==> src/rtl/fft8_in_reorder.sv <==
// Input reorder stage for the 8-point FFT: collects natural-order samples into
// ping-pong banks at bit-reversed addresses. Optional macro: FFT_IN_PRESCALE_EN.
module fft8_in_reorder #(
    parameter int DATA_WIDTH = 16,
    parameter int N_POINTS   = 8
) (
    input  logic                           clk,
    input  logic                           rst_n,
    input  logic                           in_valid,
    output logic                           in_ready,
    input  logic [DATA_WIDTH-1:0]          in_real,
    input  logic [DATA_WIDTH-1:0]          in_imag,
    output logic                           out_valid,
    input  logic                           out_ready,
    output logic [N_POINTS*DATA_WIDTH-1:0] out_real,
    output logic [N_POINTS*DATA_WIDTH-1:0] out_imag
);
    localparam int LOG2N = $clog2(N_POINTS);

    logic signed [DATA_WIDTH-1:0] re_q [2][N_POINTS];
    logic signed [DATA_WIDTH-1:0] re_d [2][N_POINTS];
    logic signed [DATA_WIDTH-1:0] im_q [2][N_POINTS];
    logic signed [DATA_WIDTH-1:0] im_d [2][N_POINTS];

    logic [LOG2N-1:0] wr_cnt_q, wr_cnt_d;
    logic             wr_bank_q, wr_bank_d;
    logic             rd_bank_q, rd_bank_d;
    logic [1:0]       bank_full_q, bank_full_d;
    logic             accept, drain, last;

    function automatic logic [LOG2N-1:0] bitrev(input logic [LOG2N-1:0] idx);
        logic [LOG2N-1:0] r;
        for (int i = 0; i < LOG2N; i++) begin
            r[i] = idx[LOG2N-1-i];
        end
        return r;
    endfunction

    // Arithmetic shift floors toward minus infinity, giving butterfly headroom.
    function automatic logic signed [DATA_WIDTH-1:0] prescale(input logic signed [DATA_WIDTH-1:0] x);
`ifdef FFT_IN_PRESCALE_EN
        return x >>> LOG2N;
`else
        return x;
`endif
    endfunction

    assign in_ready  = !bank_full_q[wr_bank_q];
    assign out_valid = bank_full_q[rd_bank_q];
    assign accept    = in_valid && in_ready;
    assign drain     = out_valid && out_ready;
    assign last      = (wr_cnt_q == LOG2N'(N_POINTS - 1));

    always_comb begin
        wr_cnt_d    = wr_cnt_q;
        wr_bank_d   = wr_bank_q;
        rd_bank_d   = rd_bank_q;
        bank_full_d = bank_full_q;
        re_d        = re_q;
        im_d        = im_q;
        if (accept) begin
            re_d[wr_bank_q][bitrev(wr_cnt_q)] = prescale($signed(in_real));
            im_d[wr_bank_q][bitrev(wr_cnt_q)] = prescale($signed(in_imag));
            wr_cnt_d = wr_cnt_q + LOG2N'(1);
            if (last) begin
                bank_full_d[wr_bank_q] = 1'b1;
                wr_bank_d              = !wr_bank_q;
            end
        end
        // A completing fill and a drain always address different banks.
        if (drain) begin
            bank_full_d[rd_bank_q] = 1'b0;
            rd_bank_d              = !rd_bank_q;
        end
    end

    always_ff @(posedge clk) begin
        if (!rst_n) begin
            wr_cnt_q    <= '0;
            wr_bank_q   <= 1'b0;
            rd_bank_q   <= 1'b0;
            bank_full_q <= 2'b00;
        end else begin
            wr_cnt_q    <= wr_cnt_d;
            wr_bank_q   <= wr_bank_d;
            rd_bank_q   <= rd_bank_d;
            bank_full_q <= bank_full_d;
        end
    end

    always_ff @(posedge clk) begin
        re_q <= re_d;
        im_q <= im_d;
    end

    for (genvar k = 0; k < N_POINTS; k++) begin : g_slot
        assign out_real[k*DATA_WIDTH +: DATA_WIDTH] = re_q[rd_bank_q][k];
        assign out_imag[k*DATA_WIDTH +: DATA_WIDTH] = im_q[rd_bank_q][k];
    end

endmodule

==> config.mk <==
export PLATFORM = sky130hd
export DESIGN_NAME = fft8_in_reorder
export DESIGN_NICKNAME = d
export VERILOG_FILES = /design/src/rtl/fft8_in_reorder.sv
export SDC_FILE = /design/constraint.sdc
export NUM_CORES = 1
export LEC_CHECK = 0
export CAP_MARGIN = 10
export CORE_MARGIN = 10
export CORE_UTILIZATION = 49
export CTS_CLUSTER_DIAMETER = 30
export DETAILED_ROUTE_END_ITERATION = 7
export PLACE_DENSITY = 0.82
export SYNTH_ARGS = -nofsm -noshare
export SYNTH_HDL_FRONTEND = slang
export SYNTH_SLANG_ARGS = --single-unit
==> constraint.sdc <==
create_clock -name clk -period 3.76 [get_ports clk]
set_input_delay 0.376 -clock clk [delete_from_list [all_inputs] [get_ports clk]]
set_output_delay 0.376 -clock clk [all_outputs]
set_load 0.02 [all_outputs]
**Yosys cells after proc, flatten, opt, wreduce, memory -nomap -nowiden**

Cells that the tools add are included.

- Output and inout bits: 258
- Word-level logic and storage cells: 86
- Register bits: 519

- Equality and inequality tests: 1
- Reduce and logical (&&, ||, !) cells: 10
- $add $sub $neg: 1
- Bitwise logic cells: 6
- Muxes and demuxes: 23
- Order comparisons: 9

Operators with widths:

| cell | number |
|---|---|
| two-way mux 128 bit | 7 |
| bitwise mux 256 bit | 2 |
| demux 128 bit (select 1 bit) | 1 |
| demux 16 bit (select 3 bit) | 1 |
| two-way mux 16 bit | 1 |
| logical AND 1 bit | 6 |
| two-way mux 1 bit | 6 |
| two-way mux 2 bit | 3 |
| >= comparator 2 bit, second input constant | 2 |
| >= comparator 4 bit, second input constant | 1 |
| < comparator 1 x 2 -> 1 bit, second input constant | 2 |
| < comparator 4 x 1 -> 1 bit, second input constant | 1 |
| inverter 1 -> 2 bit | 2 |
| inverter 3 -> 4 bit | 1 |
| adder 3 x 1 -> 3 bit, second input constant | 1 |
| == test 3 bit, second input constant | 1 |
| logical NOT 1 bit | 3 |
| bitwise AND 2 bit | 1 |
| demux 1 bit (select 1 bit) | 2 |
| >= comparator 1 bit, second input constant | 2 |
| < comparator 2 x 1 -> 1 bit, second input constant | 1 |
| inverter 2 bit | 1 |
| bitwise OR 2 bit | 1 |
| AND reduction 2 bit | 1 |

**Longest topological paths before layout**

Gate-level depths: netlist of the first run.

- Depth after elaboration: 9
- Gate-level depth with buffers: 5

**Least setup slack after synthesis of the first run**

No wires, ideal clock.

- Kind: register to register
- From: reg, netlist name wr_cnt_q[0]
- To: reg im_q[16] (netlist bit), enable pin
- Arrival: 3.106 ns
- Data required time: 3.292 ns
- Setup slack: 0.186 ns
- Setup time: 0.468 ns
- Cell stages (with the launch flop): 5
- Period minus slack after synthesis: 3.574 ns
- Buffers on the path: 0
- Path through: dfxtp_1 ha_1 ha_1 nand2_1 nor3b_1

RTL lines:

| what | RTL line | text |
|---|---|---|
| end signal, assigned | 93 | `im_q <= im_d;` |
| end, declared | 22 | `logic signed [DATA_WIDTH-1:0] im_q [2][N_POINTS];` |

**Worst setup path after layout of the first run**

- From: reg rd_bank_q
- To: out out_real[24]

- Word-level cells in the longest chain between the ends: 4

Ends and longest elaborated chain:

| what | RTL line | text |
|---|---|---|
| start, declared | 27 | `logic rd_bank_q, rd_bank_d;` |
| start signal, assigned | 86 | `rd_bank_q <= rd_bank_d;` |
| inverter 1 -> 2 bit (implied by the code) | 97 | `assign out_real[k*DATA_WIDTH +: DATA_WIDTH] = re_q[rd_bank_q][k];` |
| two-way mux 128 bit (3 in series) | - |  |
| end, declared | 15 | `output logic [N_POINTS*DATA_WIDTH-1:0] out_real,` |

Every way passes these cells. The select of a mux whose other input is x is not followed.

==> reports/metrics.cfg, run 1 <==
[critical_path]
critPathKind=reg2out
path_buf_inv=2
crit_cells=3
critPathMaxFanout=78
end_kind=output port
crit_chain=buf_12 -> mux2_2 -> clkdlybuf4s50_1
critPathLaunchType=register
cp.arrival_ps=2700
reg2regPathDepth=2
cp_top_family=buffers and inverters
slowest_delay_ps=580
cp.required_ps=3380
critical_path.slowest_cell=dfxtp_4

[power]
power_switching_w=0.00304
power.ir.vdd_worst_uv=421
comb_power_share=0.033
pwr-share-clk=0.534
power_density_nw_per_um2=566
p_int_w=0.0119
p_leak_nw=9.08
swShare=0.203
seqPwrFrac=0.433

[clocking]
cts.sinks=519
cts-root-buf=clkbuf_16
cts_tree=yes
clkLatencyLatePin_ps=580
clk_pin_slew_ps=50
cts_resized=0
cts_hold_buffers=0
cts_buffers=93
postCtsSetupBuffers=0
cts_buffer_depth=3
htreeDepth=3

[detailed_routing]
vias_per_cell=5.26
wl_per_cell_um=25.7
vias=9633
drt_iter0_markers=785
wl_mm=47.1
drc=0
drt_pass1_iterations=5
antenna_left=0

[yosys]
yosysWarnings=0
synthMuxAreaShare=0.183
ys_types=29
synth.top_cells.by_area=edfxtp_1, mux2_4, mux2_2, buf_6, dfxtp_1
syn_nets=902
synth_most_common_cell=edfxtp_1
yosys.area_share.xor_xnor=0
synth_top_area_share=0.778
ys_ff_latch=519
synth_fa_ha_area_frac=0.00380
syn_area_um2=19800
synth_top_flop_cell=edfxtp_1
avgSynthCellArea_um2=23.0
synth_edf_count=512
synth.top_cells.by_count=edfxtp_1, mux2_4, mux2_2
syn_inst=860
yosysSeqAreaShare=0.785
synth-simple-area-share=0.00854
synth-compound-area-share=0.00418
yosysTopAreaCell=edfxtp_1
synth_top_family_by_area=multiplexers
async_flop_share=0

[sta]
finalClockSkew_ps=18.0
finalSetupTns_ps=0
clock.fmax_ghz=0.325
hold_violations=0
hold_ws_ps=496
rsz0062_at_grt=false
worst_slack_ps=683
maxSlewViolCount=0
setup_viol=0
relSlewSlack=0.320
layout_worst_path_cycle_share=0.818
min_period_ps=3080
worst_slew_pin_slew_ps=1020

[layout]
instances_no_fill=1830
nets=1278
fill_cells=2583
diodes=0
design_area_um2=26400
area_delta_synth_final_pct=33.6
drive_above_1_share=0.341

[min_path]
hold_path_depth=2
hp-class=reg2reg

[placed_design]
dp_cells=1666
preCtsSetupSlack_ps=1100
place.gp.congestion=0.776
port_buffers=293
hpwlAfterDp_mm=28.4
placed_area_um2=23400

[status]
outcome=finished, final reports clean

[run]
drv_cap=0

[global_route]
gr-total-overflow=0
antenna_found_initial=0
grt_pass1_vias=10425
grt_util_all_layers=0.188
grt_pass1_wl_mm=69.7
grt_max_degree=79

[floorplanning]
core_um2=39800
rows=73
die_w_um=221
die_area_um2=48800
ios=294
die_h_um=221
initial_utilization=0.496

## worst paths after layout
| path | from | end | slack, ps |
|---|---|---|---|
| setup / recovery | rd_bank_q$_SDFFE_PN0P_ | out_real[24] | 680 |
| hold / removal | wr_cnt_q[0]$_SDFFE_PN0P_ | wr_cnt_q[0]$_SDFFE_PN0P_ | 500 |
| setup reg to reg | wr_bank_q$_SDFFE_PN0P_ | im_q[223]$_DFFE_PP_ | 1640 |
| hold reg to reg | wr_cnt_q[0]$_SDFFE_PN0P_ | wr_cnt_q[0]$_SDFFE_PN0P_ | 500 |
## worst reg2reg max path: stages, from the launching register on
cell,delay (ps)
dfxtp_1,400
nor3b_2,400
and3_2,910
## registers in the layout, summed over array words and instances, names as in the netlist
name / count
wr_bank_q: 1
rd_bank_q: 1
wr_cnt_q: 3
re_q: 256
bank_full_q: 2
im_q: 256
## power groups by stage
| stage | Combinational, W | Sequential (W) | Clock, W |
|---|---|---|---|
| finish | 0.000494 | 0.00648 | 0.00799 |
| global route | 0.000523 | 0.00648 | 0.00840 |
| CTS | 0.000503 | 0.00648 | 0.00810 |
| detailed placement | 0.000498 | 0.00658 | 0 |
| global placement | 0.000487 | 0.00658 | 0 |
| floorplan | 0.000204 | 0.00658 | 0 |
## cells by family (layout without fill, tap and decap cells)
kind of cell | after synthesis | after routing
adders and majority gates | 6 | 6
DFF | 519 | 519
muxes | 259 | 259
AOI/OAI and AO/OA | 11 | 11
buffers and inverters | 36 | 481
and+or+nand+nor | 29 | 29
## routing by layer
metal / part of all wire / vias up / routed length (um) / track usage
met5: 0 / - / 0 / 0
li1: - / 4204 / - / -
met3: 0.063 / 61 / 2970 / 0.0456
met2: 0.52 / 364 / 24600 / 0.327
met1: 0.40 / 5004 / 18600 / 0.226
met4: 0.018 / 0 / 859 / 0.0599
## placed cells by master (no fill, tap or decap), types with 2 or more instances in the layout
cell type        instances
edfxtp_1               512
clkdlybuf4s50_1        293
mux2_4                 186
clkbuf_16               93
mux2_2                  71
clkinvlp_4              18
clkinv_4                11
bufinv_16               10
buf_12                  10
and3_2                   9
nand2_1                  9
clkinv_1                 9
clkbuf_1                 8
clkinv_2                 8
buf_4                    8
ha_1                     6
dfxtp_1                  6
inv_1                    5
inv_6                    4
nor2_4                   3
a21oi_1                  3
clkbuf_8                 3
nor3b_2                  2
o21ai_1                  2
o21a_1                   2
## final cells by class
cell class | count | area, um2 | area share
timing repair buffer | 311 | 3190 | 0.121
tap | 525 | 657 | 0.0249
sequential | 519 | 15500 | 0.587
multi-input combinational | 305 | 3990 | 0.151
inverter | 6 | 22.5 | 0.000853
clock buffer | 104 | 2400 | 0.0908
clock inverter | 60 | 641 | 0.0243
## metrics by stage
| stage | util | total power, W |
|---|---|---|
| after floorplan | - | 0.00678 |
| after global placement | 0.587 | 0.00707 |
| after detailed placement | 0.587 | 0.00708 |
| after CTS | 0.663 | 0.0151 |
| after global routing | 0.663 | 0.0154 |
| final | 0.663 | 0.0150 |
Power figures use the tool's default switching activity.
==> inputs of run 2 (changes only) <==
==> constraint.sdc (replaced) <==
create_clock -name clk -period 2.7 [get_ports clk]
set_input_delay 0.27 -clock clk [delete_from_list [all_inputs] [get_ports clk]]
set_output_delay 0.27 -clock clk [all_outputs]
set_load 0.02 [all_outputs]
==> run 2 against run 1 <==
Against the previous run:
- count of clock-buffer cells in the layout is 4 lower
- highest routed layer unchanged
- register-to-register slack worse by 810 ps
- via count is 0.67% higher
- non-clock buffer count is 19 higher
- largest power group unchanged
- largest cell class unchanged
==> reports/metrics.cfg, run 2 (synthesis gave the netlist of run 1 again) <==
[global_route]
grt_pass1_vias=10584
grt_pass1_wl_mm=70.9
gr-total-overflow=0
grt_max_degree=53
antenna_found_initial=0
grt_util_all_layers=0.192

[sta]
hold_violations=0
min_period_ps=2670
finalClockSkew_ps=15.0
clock.fmax_ghz=0.375
worst_slack_ps=31.2
maxSlewViolCount=0
worst_slew_pin_slew_ps=686
layout_worst_path_cycle_share=0.988
setup_viol=0
relSlewSlack=0.541
rsz0062_at_grt=true

[detailed_routing]
drc=0
antenna_left=0
vias=9698
drt_iter0_markers=640
wl_mm=48.4
wl_per_cell_um=26.0
drt_pass1_iterations=7
vias_per_cell=5.21

[floorplanning]
die_w_um=221
initial_utilization=0.496
core_um2=39800
ios=294
die_h_um=221
rows=73
die_area_um2=48800

[clocking]
cts-root-buf=clkbuf_16
cts_buffers=94
clk_pin_slew_ps=40
clkLatencyLatePin_ps=600
cts_tree=yes
cts.sinks=519
cts_buffer_depth=3
htreeDepth=3

[power]
p_int_w=0.0170
power.ir.vdd_worst_uv=590
power_switching_w=0.00460
post-layout-total-power_w=0.0216
comb_power_share=0.033
p_leak_nw=9.40
power_density_nw_per_um2=803
swShare=0.213
pwr-share-clk=0.551
seqPwrFrac=0.416

[layout]
design_area_um2=27000
fill_cells=2549
instances_no_fill=1862
final_cell_mix=edfxtp_1, clkdlybuf4s50_1, mux2_4
diodes=0
area_delta_synth_final_pct=36.4
drive_above_1_share=0.361
final_common_cell=edfxtp_1
nets=1298
reg_top3=im_q x256, re_q x256, wr_cnt_q x3

[placed_design]
preCtsSetupSlack_ps=446
port_buffers=293
placed_area_um2=23600
place.gp.congestion=0.808
hpwlAfterDp_mm=28.9
dp_cells=1681

[critical_path]
end_kind=output port
critical_path.slowest_cell=clkdlybuf4s50_1
slowest_delay_ps=550
critPathLaunchType=register
cp.arrival_ps=2400
critPathMaxFanout=42
critPathKind=reg2out
cp.required_ps=2430
crit_chain=buf_12 -> buf_16 -> mux2_2 -> clkdlybuf4s50_1

[min_path]
hp-class=in2reg

[run]
drv_cap=0

[status]
outcome=finished, final reports clean

-- run 2: area by class of cell --
class,instances,area (um2),area share
Multi-Input combinational cell,305,4000,0.148
Sequential cell,519,15500,0.575
Tap cell,525,657,0.0244
Inverter,6,22.5,0.000835
Clock inverter,77,907,0.0336
Clock buffer,100,2370,0.0881
Timing Repair Buffer,330,3490,0.129
-- run 2: worst paths after layout --
kind / start / endpoint / slack [ps] / depth (start not counted)
hold / removal: in_valid / wr_cnt_q[0]$_SDFFE_PN0P_ / 430 / 3
setup reg to reg: wr_bank_q$_SDFFE_PN0P_ / im_q[60]$_DFFE_PP_ / 830 / 3
hold reg to reg: wr_cnt_q[0]$_SDFFE_PN0P_ / wr_cnt_q[0]$_SDFFE_PN0P_ / 520 / 2
setup / recovery: rd_bank_q$_SDFFE_PN0P_ / out_imag[124] / 30 / 4
-- run 2: per-layer routing --
| layer | GRT usage | wire length (um) | part of all wire | up-vias |
|---|---|---|---|---|
| met5 | 0 | 0 | 0 | - |
| met3 | 0.0480 | 2630 | 0.054 | 73 |
| met4 | 0.0709 | 1180 | 0.024 | 0 |
| met2 | 0.331 | 25100 | 0.52 | 308 |
| li1 | - | - | - | 4257 |
| met1 | 0.229 | 19500 | 0.40 | 5060 |
-- run 2: timing repair --
action | CTS | global route
endpoints found under the setup margin | 171 | 11
gates resized for setup | 4 | 4
cloned | 0 | 1
setup buffers | 3 | 0
hold buffers | 0 | 0
-- run 2: stage by stage --
stage                     hold slack, ps  TNS (ps)  utilization
after global routing                 436     -43.7        0.677
final                                431         0        0.677
after CTS                            391         0        0.676
after floorplan                      369         0            -
after global placement               476         0        0.592
after detailed placement             500         0        0.592
-- run 2: power by group through the flow --
stage | Clock (W) | Combinational, W | Sequential, W
2_1_floorplan | 0 | 0.000285 | 0.00916
3_3_place_gp | 0 | 0.000691 | 0.00916
3_5_place_dp | 0 | 0.000707 | 0.00916
4_1_cts | 0.0121 | 0.000715 | 0.00901
5_1_grt | 0.0125 | 0.000743 | 0.00901
6_report | 0.0119 | 0.000704 | 0.00901
-- run 2: worst max-delay path: cells and delay by family, from the launching register on --
family	cells	cell delay [ps]
mux	1	400
buf+inv	3	1000
flops	1	360
